$ cat src/rtl/matmul_tile_sequencer.sv
// matmul_tile_sequencer: walks an m x n x k tile job for a MAC array.
// k is the innermost loop, then n, then m. Each issue is followed by
// PIPESTAGES wait cycles. A finished D tile is then held until the
// consumer accepts it.
// Optional build macro: MATMUL_SEQ_PERF_CNT_EN adds saturating busy and
// stall cycle counters.
//
// state   | meaning
// --------+-----------------------------------------------------------
// S_IDLE  | no job; start with nonzero counts launches one
// S_ISSUE | one-cycle operand issue for (mi,ni,ki)
// S_WAIT  | waiting out the MAC pipeline latency
// S_OUT   | D tile (mi,ni) offered; held until out_ready
// S_DONE  | one-cycle done pulse, then back to idle
module matmul_tile_sequencer #(
   parameter int PIPESTAGES = 2,
   parameter int TW         = 8
) (
   input  logic          clk,
   input  logic          rst,
   input  logic          start,
   input  logic [TW-1:0] cfg_m_tiles,
   input  logic [TW-1:0] cfg_n_tiles,
   input  logic [TW-1:0] cfg_k_tiles,
   output logic          busy,
   output logic          issue,
   output logic [TW-1:0] mi,
   output logic [TW-1:0] ni,
   output logic [TW-1:0] ki,
   output logic          acc_clear,
   output logic          out_valid,
   input  logic          out_ready,
   output logic          done
`ifdef MATMUL_SEQ_PERF_CNT_EN
   ,
   output logic [31:0]   perf_busy_cycles,
   output logic [31:0]   perf_stall_cycles
`endif
);

   localparam int CW = (PIPESTAGES > 1) ? $clog2(PIPESTAGES) : 1;
   localparam logic [CW-1:0] WAIT_LOAD = (PIPESTAGES > 0) ? CW'(PIPESTAGES - 1) : '0;
   localparam bit NO_WAIT = (PIPESTAGES == 0);

   typedef enum logic [2:0] {S_IDLE, S_ISSUE, S_WAIT, S_OUT, S_DONE} state_t;

   state_t        state, state_nxt;
   logic [TW-1:0] m_tiles, n_tiles, k_tiles;
   logic [CW-1:0] wait_cnt;
   logic          cfg_zero, last_k, last_n, last_m, wait_expired;

   assign cfg_zero     = (cfg_m_tiles == '0) || (cfg_n_tiles == '0) || (cfg_k_tiles == '0);
   assign last_k       = (ki == k_tiles - TW'(1));
   assign last_n       = (ni == n_tiles - TW'(1));
   assign last_m       = (mi == m_tiles - TW'(1));
   assign wait_expired = (wait_cnt == '0);

   // State register
   always_ff @(posedge clk) begin
      if (rst) state <= S_IDLE;
      else     state <= state_nxt;
   end

   // Next-state and state-decoded outputs
   always_comb begin
      state_nxt = state;
      busy      = (state != S_IDLE);
      issue     = 1'b0;
      acc_clear = 1'b0;
      out_valid = 1'b0;
      done      = 1'b0;
      case (state)
         S_IDLE: begin
            if (start) state_nxt = cfg_zero ? S_DONE : S_ISSUE;
         end
         S_ISSUE: begin
            issue     = 1'b1;
            acc_clear = (ki == '0);
            if (!NO_WAIT)    state_nxt = S_WAIT;
            else if (last_k) state_nxt = S_OUT;
            else             state_nxt = S_ISSUE;
         end
         S_WAIT: begin
            if (wait_expired) state_nxt = last_k ? S_OUT : S_ISSUE;
         end
         S_OUT: begin
            out_valid = 1'b1;
            if (out_ready) state_nxt = (last_m && last_n) ? S_DONE : S_ISSUE;
         end
         S_DONE: begin
            done      = 1'b1;
            state_nxt = S_IDLE;
         end
         default: state_nxt = S_IDLE;
      endcase
   end

   // Latched job counts, tile indices and latency down-counter
   always_ff @(posedge clk) begin
      if (rst) begin
         m_tiles  <= '0;
         n_tiles  <= '0;
         k_tiles  <= '0;
         mi       <= '0;
         ni       <= '0;
         ki       <= '0;
         wait_cnt <= '0;
      end else begin
         case (state)
            S_IDLE: begin
               if (start) begin
                  m_tiles <= cfg_m_tiles;
                  n_tiles <= cfg_n_tiles;
                  k_tiles <= cfg_k_tiles;
                  mi      <= '0;
                  ni      <= '0;
                  ki      <= '0;
               end
            end
            S_ISSUE: begin
               if (!NO_WAIT)    wait_cnt <= WAIT_LOAD;
               else if (!last_k) ki      <= ki + TW'(1);
            end
            S_WAIT: begin
               if (!wait_expired) wait_cnt <= wait_cnt - CW'(1);
               else if (!last_k)  ki       <= ki + TW'(1);
            end
            S_OUT: begin
               if (out_ready) begin
                  ki <= '0;
                  if (last_n) begin
                     ni <= '0;
                     // Final tile: park indices at zero rather than past the limit.
                     mi <= last_m ? '0 : mi + TW'(1);
                  end else begin
                     ni <= ni + TW'(1);
                  end
               end
            end
            default: ;
         endcase
      end
   end

`ifdef MATMUL_SEQ_PERF_CNT_EN
   // Saturating busy/stall counters, cleared by reset or a new job
   always_ff @(posedge clk) begin
      if (rst || (state == S_IDLE && start)) begin
         perf_busy_cycles  <= '0;
         perf_stall_cycles <= '0;
      end else begin
         if (busy && !(&perf_busy_cycles))
            perf_busy_cycles <= perf_busy_cycles + 32'd1;
         if (state == S_OUT && !out_ready && !(&perf_stall_cycles))
            perf_stall_cycles <= perf_stall_cycles + 32'd1;
      end
   end
`endif

endmodule
$ cat config.mk
export PLATFORM = sky130hd
export DESIGN_NAME = matmul_tile_sequencer
export DESIGN_NICKNAME = d
export VERILOG_FILES = /design/src/rtl/matmul_tile_sequencer.sv
export SDC_FILE = /design/constraint.sdc
export NUM_CORES = 1
export LEC_CHECK = 0
export CORE_MARGIN = 2
export CORE_UTILIZATION = 48
export CTS_CLUSTER_SIZE = 8
export DETAILED_ROUTE_END_ITERATION = 7
export PLACE_DENSITY = 0.77
export SLEW_MARGIN = 20
export SYNTH_ARGS = -nofsm -noshare
export SYNTH_HDL_FRONTEND = slang
export SYNTH_SLANG_ARGS = --single-unit
$ cat constraint.sdc
create_clock -name clk -period 2.29 [get_ports clk]
set_input_delay 0.3435 -clock clk [delete_from_list [all_inputs] [get_ports clk]]
set_output_delay 0.3435 -clock clk [all_outputs]
set_load 0.05 [all_outputs]
==> After elaboration in Yosys (flattened, before gate mapping) <==
Cells that the tools add are included.
{ "totals": {"ff_bits": 52, "output_inout_bits": 29, "wordCells": 69} }
{ "op_classes": {"addsub": 7, "eq_ne": 12, "mux": 25, "n_reduce_logical": 17} }
{ "op_table": {"columns": ["operator", "count"], "rows": [
  ["8-bit two-way mux", 9],
  ["8-bit zero test", 4],
  ["8-bit one-hot mux with 2 select lines", 2],
  ["8-bit by 1-bit adder with 8-bit output (second input constant)", 3],
  ["8-bit equality test", 3],
  ["8-bit one-hot mux with 3 select lines", 1],
  ["8-bit by 1-bit subtractor with 8-bit output (second input constant)", 3],
  ["3-bit two-way mux", 5],
  ["3-bit one-hot mux with 4 select lines", 1],
  ["2-bit != test (second input constant)", 5],
  ["3-bit by 2-bit equality test with 1-bit output (second input constant)", 2],
  ["3-bit AND reduction", 2],
  ["3-bit nonzero test", 2],
  ["1-bit two-way mux", 5],
  ["5-bit AND reduction", 1],
  ["4-bit AND reduction", 1],
  ["2-bit nonzero test", 2],
  ["3-bit by 1-bit equality test with 1-bit output (second input constant)", 1],
  ["3-bit equality test (second input constant)", 1],
  ["3-bit zero test", 1],
  ["1-bit logical OR", 2],
  ["2-bit two-way mux", 1],
  ["1-bit one-hot mux with 2 select lines", 1],
  ["2-bit AND reduction", 1],
  ["2 further kinds", 2]
]} }

==> Depth between registers and ports, before layout <==
{ "logic_depth": {"ltp_word": 6, "mapped_depth": 11, "mapped_depth_nobuf": 9} }

==> Worst setup path before layout <==
OpenSTA, ideal clock, no wires.
{ "synth_path": {"path_type": "register to output", "startpoint": "register state[0]", "endpoint": "output acc_clear", "arrival_time_ns": 2.877, "slack_ns": -0.931, "stages_incl_launch_ff": 6, "path_buffers": 1, "path_cell_list": "dfxtp_1 > clkbuf_8 > nand2b_1 > nor2_1 > nand2_1 > nor4_1"} }
{ "synth_between": {"elab_chain_cells": 2} }
{ "synth_rtl": {"columns": ["element", "line", "source"], "rows": [
  ["from (decl)", "47", "state_t state, state_nxt;"],
  ["from (signal assigned)", "61", "else state <= state_nxt;"],
  ["3-bit by 1-bit equality test with 1-bit output", "72", "case (state)"],
  ["1-bit two-way mux", "72", null],
  ["to (decl)", "30", "output logic acc_clear,"]
]} }
Every way passes these cells.

==> Worst setup path after layout <==
{ "layout_path": {"startpoint": "register k_tiles[2]", "endpoint": "register ki[7]"} }
{ "layout_between": {"elab_chain_cells": 4} }
{ "layout_rtl": {"columns": ["element", "line", "source"], "rows": [
  ["from (decl)", "48", "logic [TW-1:0] m_tiles, n_tiles, k_tiles;"],
  ["from (signal assigned)", "114", "k_tiles <= cfg_k_tiles;"],
  ["8-bit by 1-bit subtractor with 8-bit output", "53", "assign last_k = (ki == k_tiles - TW'(1));"],
  ["8-bit equality test", "53", null],
  ["2-bit != test (no source line)", null, null],
  ["5-bit AND reduction (no source line)", null, null],
  ["to (signal assigned)", "122", "else if (!last_k) ki <= ki + TW'(1);"],
  ["to (signal assigned)", "126", "else if (!last_k) ki <= ki + TW'(1);"],
  ["to (decl)", "29", "output logic [TW-1:0] ki,"]
]} }
Every way passes these cells.
A chain may end at the register's enable or synchronous reset.

==> impl_metrics.py <==
metrics = {
    "sta": {
        "rsz0062_at_grt": "true",
        "slew-limit-headroom": 0.6371,
        "post-route-period-util": 1.024,
        "finalWorstSetupSlack_ps": -54.23,
        "worstMarginPinSlew_ps": 540.7,
        "maxSlewViolCount": 0,
        "fmax_ghz": 0.4266,
        "setup_violations": 5,
        "finalCriticalPeriod_ps": 2344,
        "finalClockSkew_ps": 2.745,
        "report.final.hold_viol_count": 0,
    },
    "critical_path": {
        "end_kind": "flop",
        "cp-startpoint": "k_tiles[2]$_SDFFE_PP0P_",
        "r2r_setup_slack_ps": -50,
        "worstReg2RegEnd": "ki[7]$_SDFFE_PP0P_",
        "startpoint_type": "flop",
        "arrival_ps": 2550,
        "ff2ff_path_depth": 8,
        "rr_startpoint": "k_tiles[2]$_SDFFE_PP0P_",
        "crit_required_ps": 2490,
        "cp_max_fo": 7,
        "crit_type": "reg -> reg",
    },
    "worst_hold_path": {
        "min_path_cells": 2,
        "holdCritPathClass": "reg -> reg",
        "hold_start": "m_tiles[7]$_SDFFE_PP0P_",
        "hold_path_end": "m_tiles[7]$_SDFFE_PP0P_",
    },
    "yosys": {
        "synth_ff_type": "dfxtp_1",
        "yosysSeqAreaShare": 0.3320,
        "synthCells": 396,
        "synth_top_cell_area_share": 0.3320,
        "syn_avg_cell_area_um2": 7.918,
        "syn_area_mm2": 0.003136,
        "ys_top_cells_by_count": "71 x nand2_1, 52 x dfxtp_1, 41 x a21oi_1",
        "yosysMostFrequentCell": "nand2_1",
        "async_flop_share": 0,
        "syn_nets": 431,
        "yosys.area.top_type": "dfxtp_1",
        "synth-edff-count": 0,
        "ys_warn_count": 0,
        "netlist-cell-type-count": 64,
        "ys_seq_elements": 52,
        "yosys-top-cells-area": "dfxtp_1 33%, nand2_1 8.5%, xnor2_1 6.7%",
    },
    "layout": {
        "antenna_cells": 0,
        "nets": 522,
        "fill_cells": 500,
        "final_core_util": 0.7025,
        "drive_gt1_frac": 0.2500,
        "final_cells": 565,
        "final_area_mm2": 0.004461,
        "syn_to_final_growth_pct": 42.26,
    },
    "floorplan": {
        "core_region_area_mm2": 0.006350,
        "rows": 29,
        "initial_utilization": 0.4938,
        "die_y_um": 84.82,
        "die_area_mm2": 0.007194,
        "chipWidth_um": 84.82,
        "io_pins": 57,
    },
    "drt": {
        "drt_iter0_drc": 157,
        "firstDrtPassIters": 4,
        "routed_wl_mm": 8.810,
        "route.detailed.drc": 0,
        "routed-via-count": 3233,
        "ant_nets": 0,
        "wl_per_cell_um": 15.59,
        "via_per_inst": 5.722,
    },
    "global_routing": {
        "grt_pass1_wl_mm": 13.61,
        "grt_pass1_vias": 2976,
        "grtUsageTotal": 0.2324,
        "antenna_found_initial": 0,
        "grt_overflow": 0,
        "grt_start_max_net_pins": 25,
    },
    "clock_tree": {
        "numCtsBuffers": 5,
        "clkSlewWorstSetupHoldPaths_ps": 100,
        "cts.sinks": 52,
        "root_buffer": "clkbuf_8",
        "h-tree-depth": 2,
        "cts_hold_buffers": 0,
        "clk_path_buf_depth": 2,
        "clk_latency_ps": 310,
        "cts_tree": "done",
    },
    "pwr": {
        "combPwrFrac": 0.317,
        "power_mw": 2.602,
        "p_clk_frac": 0.292,
        "internal-power_mw": 1.777,
        "swShare": 0.3170,
        "power.density_mw_per_mm2": 583.4,
        "ir_drop_mv": 0.3624,
        "power.leakage_nw": 1.708,
        "power.net_switching_uw": 824.8,
        "seqPwrFrac": 0.390,
    },
    "placed_design": {
        "place_ws_ps": -137.7,
        "place_area_mm2": 0.004071,
        "dp.cells": 555,
        "gp_routability_congestion": 0.8782,
        "hpwl_mm": 6.317,
        "io_buffer_count": 56,
    },
    "run_status": {
        "status": "finished with violations",
        "violations": "negative setup slack",
    },
    "flow_run": {
        "drv_cap": 0,
    },
}
[layout make-up]
class / instances / area, um2 / area share
sequential: 52 / 1055 / 0.2365
tap: 77 / 96.34 / 0.02160
inverter: 15 / 56.30 / 0.01262
multi-input combinational: 311 / 2185 / 0.4898
clock buffer: 5 / 68.82 / 0.01543
clock inverter: 3 / 68.82 / 0.01543
timing repair buffer: 102 / 930.9 / 0.2087
[cell families (layout without fill, tap and decap cells)]
kind of cell,count (synthesis),in the layout,synth area share
buffers and inverters,33,125,0.05826
DFF,52,52,0.3320
AOI/OAI and AO/OA,85,85,0.1716
adders and majority gates,7,7,0.02793
and+or+nand+nor,181,181,0.3037
muxes,1,1,0.003192
xor gates and xnor gates,37,37,0.1034
[stage by stage]
step                      TNS [ps]  hold WS, ps
after global placement      -163.8        462.8
after floorplan                  0        448.1
final                       -249.9        477.5
after global routing         -1425        496.9
after CTS                   -131.3        480.1
after detailed placement     -1075        465.8
[power groups by stage]
| stage | logic (mW) | registers, mW | clock network [mW] |
|---|---|---|---|
| after detailed placement | 0.721 | 1.03 | 0 |
| after CTS | 0.765 | 1.01 | 0.769 |
| after global placement | 0.704 | 1.03 | 0 |
| after global routing | 0.894 | 1.02 | 0.810 |
| after floorplan | 0.451 | 1.05 | 0 |
| final | 0.826 | 1.02 | 0.760 |
[layer usage]
metal | global-route usage | routed length (um) | share of wire
met5 | 0 | 0 | 0
met2 | 0.3994 | 4385 | 0.50
met1 | 0.3041 | 3836 | 0.44
met3 | 0.03599 | 399 | 0.045
met4 | 0.06494 | 188 | 0.021
[sequential cells by signal (all words and copies together), names as in the netlist]
register and count:
k_tiles 8, ki 8, m_tiles 8, mi 8, n_tiles 8, ni 8, state 3, wait_cnt 1
[placed cells by master, fill, tap and decap left out, types with 4 or more instances in the layout]
cell type	instances
a21oi_1	37
nor2_1	18
xnor2_1	24
inv_1	12
clkdlybuf4s50_1	51
nand3_1	8
nand2_1	71
o21ai_0	10
ha_1	4
xor2_1	13
buf_4	45
nor4_1	8
dfxtp_2	11
clkbuf_8	5
dfxtp_1	41
and3_1	8
nor3_1	12
nand4_1	6
[worst max path at each step]
stage,slack [ps],end,cells after the start
2_1_floorplan,0.8,ki[5]$_SDFFE_PP0P_,8
3_3_place_gp,-80,ni[7]$_SDFFE_PP0P_,8
3_5_place_dp,-140,ni[7]$_SDFFE_PP0P_,8
4_1_cts,-30,ki[3]$_SDFFE_PP0P_,8
5_1_grt,-180,ki[0]$_SDFFE_PP0P_,8
6_report,-50,ki[7]$_SDFFE_PP0P_,8
[critical path: stages (launching register included)]
cell	delay, ps
dfxtp_2	340
or3_4	390
or4_4	520
a2111oi_4	360
o2111ai_4	180
nand3_4	160
buf_6	130
or4_4	110
a21oi_2	40
[timing repair]
item                       CTS  global route
setup endpoints to repair   17            26
resized for setup           22            28
buffers inserted             1             1
pin swaps                    6            13
cloned                       0             0
(Power assumes the default switching activity.)
